[src/rtl/ps2_host_tx.sv]
`default_nettype none
// ============================================================================
// Module  : ps2_host_tx
// Brief   : PS/2 host-to-device byte transmitter (inhibit, request-to-send,
//           device-clocked shift of data/parity/stop, acknowledge check).
// Revision: 1.0 - initial release
// ============================================================================
module ps2_host_tx #(
    parameter int INHIBIT_CYCLES = 1200,
    parameter int TIMEOUT_CYCLES = 24000
) (
    input  logic       clk,
    input  logic       reset_n,
    input  logic [7:0] tx_data,
    input  logic       tx_start,
    output logic       tx_ready,
    output logic       done,
    output logic       error,
    input  logic       ps2_clk,
    input  logic       ps2_data,
    output logic       ps2_clk_oe,
    output logic       ps2_data_oe
);

    localparam logic [2:0] c_IDLE    = 3'd0;
    localparam logic [2:0] c_INHIBIT = 3'd1;
    localparam logic [2:0] c_REQ     = 3'd2;
    localparam logic [2:0] c_SEND    = 3'd3;
    localparam logic [2:0] c_ACK     = 3'd4;
    localparam logic [2:0] c_RELEASE = 3'd5;

    localparam logic [15:0] c_INH_LAST = 16'(INHIBIT_CYCLES - 1);
    localparam logic [15:0] c_TMO_LAST = 16'(TIMEOUT_CYCLES - 1);
    localparam logic [3:0]  c_LAST_BIT = 4'd9;

    logic [2:0]  r_state;
    logic [15:0] r_cnt;
    logic [3:0]  r_bit_cnt;
    logic [9:0]  r_frame;
    logic        r_ack_ok;
    logic [1:0]  r_clk_sync;
    logic [1:0]  r_data_sync;
    logic        r_clk_prev;

    logic w_clk_s;
    logic w_data_s;
    logic w_clk_fall;
    logic w_clk_edge;

    assign w_clk_s    = r_clk_sync[1];
    assign w_data_s   = r_data_sync[1];
    assign w_clk_fall = r_clk_prev & ~w_clk_s;
    assign w_clk_edge = r_clk_prev ^ w_clk_s;

    // Synchronizers reset to the idle-high bus level so no edge is seen at reset release.
    always_ff @(posedge clk or negedge reset_n) begin
        if (!reset_n) begin
            r_state     <= c_IDLE;
            r_cnt       <= '0;
            r_bit_cnt   <= '0;
            r_frame     <= '0;
            r_ack_ok    <= 1'b0;
            r_clk_sync  <= 2'b11;
            r_data_sync <= 2'b11;
            r_clk_prev  <= 1'b1;
            tx_ready    <= 1'b1;
            done        <= 1'b0;
            error       <= 1'b0;
            ps2_clk_oe  <= 1'b0;
            ps2_data_oe <= 1'b0;
        end else begin
            r_clk_sync  <= {r_clk_sync[0], ps2_clk};
            r_data_sync <= {r_data_sync[0], ps2_data};
            r_clk_prev  <= w_clk_s;
            done        <= 1'b0;
            error       <= 1'b0;
            case (r_state)
                c_IDLE: begin
                    if (tx_start) begin
                        r_frame    <= {1'b1, ~^tx_data, tx_data};
                        r_cnt      <= '0;
                        r_bit_cnt  <= '0;
                        ps2_clk_oe <= 1'b1;
                        tx_ready   <= 1'b0;
                        r_state    <= c_INHIBIT;
                    end
                end
                c_INHIBIT: begin
                    if (r_cnt == c_INH_LAST) begin
                        r_cnt       <= '0;
                        ps2_clk_oe  <= 1'b0;
                        ps2_data_oe <= 1'b1;
                        r_state     <= c_REQ;
                    end else begin
                        r_cnt <= r_cnt + 16'd1;
                    end
                end
                default: begin
                    // Every state waiting on the device shares one edge-cleared watchdog.
                    if (!w_clk_edge && r_cnt == c_TMO_LAST) begin
                        r_cnt       <= '0;
                        ps2_clk_oe  <= 1'b0;
                        ps2_data_oe <= 1'b0;
                        error       <= 1'b1;
                        tx_ready    <= 1'b1;
                        r_state     <= c_IDLE;
                    end else begin
                        r_cnt <= w_clk_edge ? 16'd0 : r_cnt + 16'd1;
                        case (r_state)
                            c_REQ: begin
                                if (w_clk_fall) begin
                                    ps2_data_oe <= ~r_frame[0];
                                    r_frame     <= {1'b0, r_frame[9:1]};
                                    r_bit_cnt   <= 4'd1;
                                    r_state     <= c_SEND;
                                end
                            end
                            c_SEND: begin
                                if (w_clk_fall) begin
                                    ps2_data_oe <= ~r_frame[0];
                                    r_frame     <= {1'b0, r_frame[9:1]};
                                    r_bit_cnt   <= r_bit_cnt + 4'd1;
                                    if (r_bit_cnt == c_LAST_BIT) begin
                                        r_state <= c_ACK;
                                    end
                                end
                            end
                            c_ACK: begin
                                if (w_clk_fall) begin
                                    r_ack_ok <= ~w_data_s;
                                    r_state  <= c_RELEASE;
                                end
                            end
                            c_RELEASE: begin
                                if (w_clk_s && w_data_s) begin
                                    r_cnt    <= '0;
                                    done     <= r_ack_ok;
                                    error    <= ~r_ack_ok;
                                    tx_ready <= 1'b1;
                                    r_state  <= c_IDLE;
                                end
                            end
                            default: begin
                                r_cnt       <= '0;
                                ps2_clk_oe  <= 1'b0;
                                ps2_data_oe <= 1'b0;
                                tx_ready    <= 1'b1;
                                r_state     <= c_IDLE;
                            end
                        endcase
                    end
                end
            endcase
        end
    end

endmodule
`default_nettype wire

[config.mk]
export PLATFORM = sky130hd
export DESIGN_NAME = ps2_host_tx
export DESIGN_NICKNAME = d
export VERILOG_FILES = /design/src/rtl/ps2_host_tx.sv
export SDC_FILE = /design/constraint.sdc
export NUM_CORES = 1
export LEC_CHECK = 0
export ABC_AREA = 1
export BUFFER_PORTS_ARGS = -buffer_cell sky130_fd_sc_hd__buf_2
export CORE_MARGIN = 5
export CORE_UTILIZATION = 50
export DETAILED_ROUTE_END_ITERATION = 8
export GPL_ROUTABILITY_DRIVEN = 0
export PLACE_DENSITY = 0.73
export SLEW_MARGIN = 20
export SYNTH_ARGS = -nofsm -noshare
export SYNTH_HDL_FRONTEND = slang
export SYNTH_SLANG_ARGS = --single-unit
export TNS_END_PERCENT = 30
[constraint.sdc]
create_clock -name clk -period 2.6 [get_ports clk]
set_clock_uncertainty 0.05 [all_clocks]
set_input_delay 0.52 -clock clk [delete_from_list [all_inputs] [get_ports clk]]
set_output_delay 0.52 -clock clk [all_outputs]
set_load 0.02 [all_outputs]
* After elaboration in Yosys (flattened, before gate mapping)
Cells that the tools add are included.
Operators by class: add/sub/neg operators 2, equal/unequal tests 23, mux-type cells 51, bitwise gates (word level) 10, reductions and logical operators 20
Operators with widths (number):
- $mux W16 | 5
- $pmux W16 S2 | 2
- $mux W10 | 4
- $mux W3 | 8
- $ne A5 B5 Y1 const B | 4
- $pmux W10 S2 | 1
- $mux W1 | 18
- $add A16 B1 Y16 const B | 1
- $eq A16 B11 Y1 const B | 1
- $eq A16 B15 Y1 const B | 1
- $mux W4 | 4
- $pmux W4 S2 | 2
- $pmux W3 S4 | 1
- $reduce_and A4 Y1 | 3
- $pmux W1 S2 | 5
- $ne A4 B1 Y1 const B | 2
- $not A1 Y1 | 8
- $reduce_xnor A8 Y1 | 1
- $reduce_and A7 Y1 | 1
- $eq A3 B2 Y1 const B | 2
- $eq A3 B3 Y1 const B | 2
- $ne A3 B1 Y1 const B | 2
- $ne A3 B3 Y1 const B | 2
- $pmux W3 S2 | 1
- other kinds (20) | 25
Word-level totals: register bits after elaboration 44, bits of input ports 13, output and inout port bits 5, word-level logic and storage cells 119

* Logic depth before layout (Yosys ltp)
word-level depth 6, gate-level depth with buffers 13

* Worst setup path after synthesis
Ideal clock, no wire load.
path type register to register, start register r_clk_sync[1], end register r_bit_cnt[2], data arrival time 1.688 ns, setup slack 0.744 ns, cell stages (with the launch flop) 13, path buffers 1, period minus slack after synthesis 1.856 ns, path through dfstp_2 inv_1 ha_1 nand2_1 nor2_1 nand2_1 nor2_1 nand2_2 nand2_2 nor2_4 nor2_4 buf_6 o21ai_2
Between the ends: word-level cells in the longest chain between the ends 5, elaborated cells on any way between the ends 9, those cells by class 3 x eq/ne; 3 x bitwise; 3 x reduce/logical
Ends and longest elaborated chain:
- from (decl) | line 41 | logic [1:0] r_clk_sync;
- from (signal assigned) | line 72 | r_clk_sync <= {r_clk_sync[0], ps2_clk};
- $xor A1 B1 Y1 | line 53 | assign w_clk_edge = r_clk_prev ^ w_clk_s;
- $logic_not A1 Y1 | line 100 | if (!w_clk_edge && r_cnt == c_TMO_LAST) begin
- $logic_and A1 B1 Y1 | line 100
- $ne A2 B1 Y1 (no source line)
- $reduce_and A6 Y1 (no source line) (*)
- to (signal assigned) | line 122 | r_bit_cnt <= r_bit_cnt + 4'd1;
- to (decl) | line 38 | logic [3:0] r_bit_cnt;
Mark *: on every way between the ends. The rest lies on a longest branch, timed or not. A chain may end at the register's enable or synchronous reset.

* Worst setup path in the final report
Ends and elaborated chain as after synthesis.

==> results.toml <==
[placed_design]
io_buffers = 17
post-dp-hpwl_um = 3840
pre_cts_ws_ns = 0.477
place_area_mm2 = 0.00272

[worst_setup_path]
crit_required_ns = 2.79
critPathMaxFanout = 13
crit_type = "register to register"
endpoint_kind = "register"
cp_num_buf_inv = 1
worstPathCellList = "inv_1, ha_1, nand2_1, nor2_1, nand2_1, nor2_1, nand2_2, nand2_2, nor2_4, nor2_4, nand2_1, o21ai_2"
slowest_stage = "dfstp_2"
critPathTopFamily = "simple AND/OR/NAND/NOR gates"
r2r-start = "r_clk_sync[1]$_DFF_PN1_"
crit_path_max_incr_delay_ns = 0.54
arrival_ns = 2.33
cp-start-kind = "register"
crit_path_frequent_cell = "nand2_1"
startpoint = "r_clk_sync[1]$_DFF_PN1_"

[pwr]
leakage_nw = 1.37
ir_worst_vdd_v = 0.000340
powerDensity_mw_per_mm2 = 909
fin_total_pwr_mw = 2.57

[sta]
setup_ws_ns = 0.455
final-setup-viol-count = 0
whs_ns = 0.0573
hold_viol = 0
timing.fmax_mhz = 466
maxSlewViolCount = 0
max_slew_margin_pct = 69.3
setup_tns_ns = 0
timing.final.crit_share_pct = 82.5
finalCriticalPeriod_ns = 2.14
rsz0062_at_grt = "no"
worst_pin_slew_ns = 0.456

[clock_tree]
cts_max_level = 2
root_buffer = "clkbuf_8"
post_cts.repair.setup_buffers = 0
cts.path.max_buffers = 2
insertion_delay_ns = 0.30
cts_buffers = 5
postCtsHoldBufs = 0
cts_tree = "done"
clkSinkCount = 44
clkSlewWorstSetupHoldPaths_ns = 0.09
cts_repair_resize_count = 0

[final_layout]
drive_gt1_share_pct = 15.5
multiInputGateArea_mm2 = 0.00131
syn_to_final_growth_pct = 9.02
finalNetCount = 371
regArea_mm2 = 0.00111
stdcell_area_mm2 = 0.00283
diodes = 0
nFillCells = 479

[global_routing]
grt_max_degree = 31
grt_pass1_vias = 2033
grt_first_pass_wirelength_um = 8960
use_met2_pct = 27.7
overflow = 0
track_usage_pct = 17.3
use_met3_pct = 4.17
use_met1_pct = 23.2
antenna_found_initial = 0
busiest_layer = "met2"

[die]
die-width_um = 82.0
die_h_um = 82.0
start_util_pct = 51.1
coreArea_mm2 = 0.00507
die_area_mm2 = 0.00673
io_pins = 18
rows = 26

[routing]
drt_iter0_markers = 115
vias = 2106
postRouteAntennaNets = 0
post_drt_wl_per_cell_um = 12.0
drc = 0
routed_wl_um = 5080
viasPerCell = 4.96
drtPass1Iterations = 4

[yosys]
async_reset_ff_share_pct = 100
yosys_warnings = 0
synthCells = 337
synthFlopType = "dfrtp_1"
synth.net_count = 354
synthesis.area_per_instance_um2 = 7.70
yosysUniqueCellTypes = 37
netlist.area_leader.share_pct = 36.6
ys_ff_latch = 44
synth.yosys.seq_area_share_pct = 42.7
synth_edf_count = 0
netlist_area_mm2 = 0.00259
yosysTopAreaCell = "dfrtp_1"
yosys-top-cells-area = "dfrtp_1 (37%), nand2_1 (16%), dfstp_2 (6.1%)"

[flow_run]
drv_cap = 0

[outcome]
status = "finished, final reports clean"

[hold_path]
hold_class = "primary input to async pin"
[layer usage]
metal / up-vias / wire length, µm
met5: - / 0
met4: 0 / 59
met3: 6 / 166
met2: 34 / 2340
met1: 971 / 2520
li1: 1095 / -
[layout make-up]
class / instances / share of cell area, %
inverter: 32 / 4.42
timing repair buffer: 18 / 3.27
tap: 70 / 3.10
sequential: 44 / 39.2
clock inverter: 2 / 1.24
multi-input combinational: 253 / 46.2
clock buffer: 6 / 2.57
[where the power goes]
group	internal (mW)	switching, mW	total (mW)
registers	0.844	0.128	0.971
clock network	0.285	0.232	0.518
logic	0.346	0.737	1.08
[cells in the final DEF (no fill, tap or decap), drive strengths merged, types with 2 or more instances in the layout]
master and n:
a21oi 8, a31oi 3, buf 18, clkbuf 6
dfrtp 38, dfstp 6, ha 4, inv 32
nand2 119, nand3 17, nand3b 2, nand4 7
nor2 46, nor3 4, o21ai 21, xnor2 4
xor2 14
[through the flow]
step | std cells | utilization (%)
floorplan | 337 | -
global placement | 417 | 53.6
detailed placement | 417 | 53.6
CTS | 425 | 55.7
global route | 425 | 55.7
finish | 425 | 55.7
[synth_stat cells (5+ instances only)]
cell type and count:
nand4_1 7, nor2_4 5, dfrtp_1 38, xor2_1 14, inv_1 28, nor2_1 39
nand2_1 113, o21ai_0 18, nand3_1 16, dfstp_2 6, a21oi_1 7
[worst paths after layout]
check | depth (start not counted) | endpoint | slack (ns)
worst min-delay path | 1 | error$_DFF_PN0_ | 0.06
worst max-delay path | 12 | r_bit_cnt[2]$_DFFE_PN0P_ | 0.46
min in group clk | 1 | r_data_sync[0]$_DFF_PN1_ | 0.26
worst min register to register | 0 | r_data_sync[1]$_DFF_PN1_ | 0.31
max in group asynchronous | 2 | r_clk_prev$_DFF_PN1_ | 1.72
worst max register to register | 12 | r_bit_cnt[2]$_DFFE_PN0P_ | 0.46
[kinds of logic (layout without fill, tap and decap cells)]
logic type / count (synthesis) / count (layout) / synth area share [%]
AOI/OAI and AO/OA: 34 / 34 / 7.62
xor gates and xnor gates: 18 / 18 / 6.08
adders and majority gates: 4 / 4 / 1.93
buffers and inverters: 40 / 58 / 6.89
DFF: 44 / 44 / 42.7
muxes: 1 / 1 / 0.386
and+or+nand+nor: 196 / 196 / 34.4
[flip-flops by register name (all words and copies together) (netlist names)]
signal and flops:
r_bit_cnt 4, done 1, error 1, r_ack_ok 1, r_clk_sync 2, ps2_clk_oe 1
r_frame 10, tx_ready 1, ps2_data_oe 1, r_state 3, r_clk_prev 1, r_cnt 16
r_data_sync 2
Power figures use the tool's default switching activity.
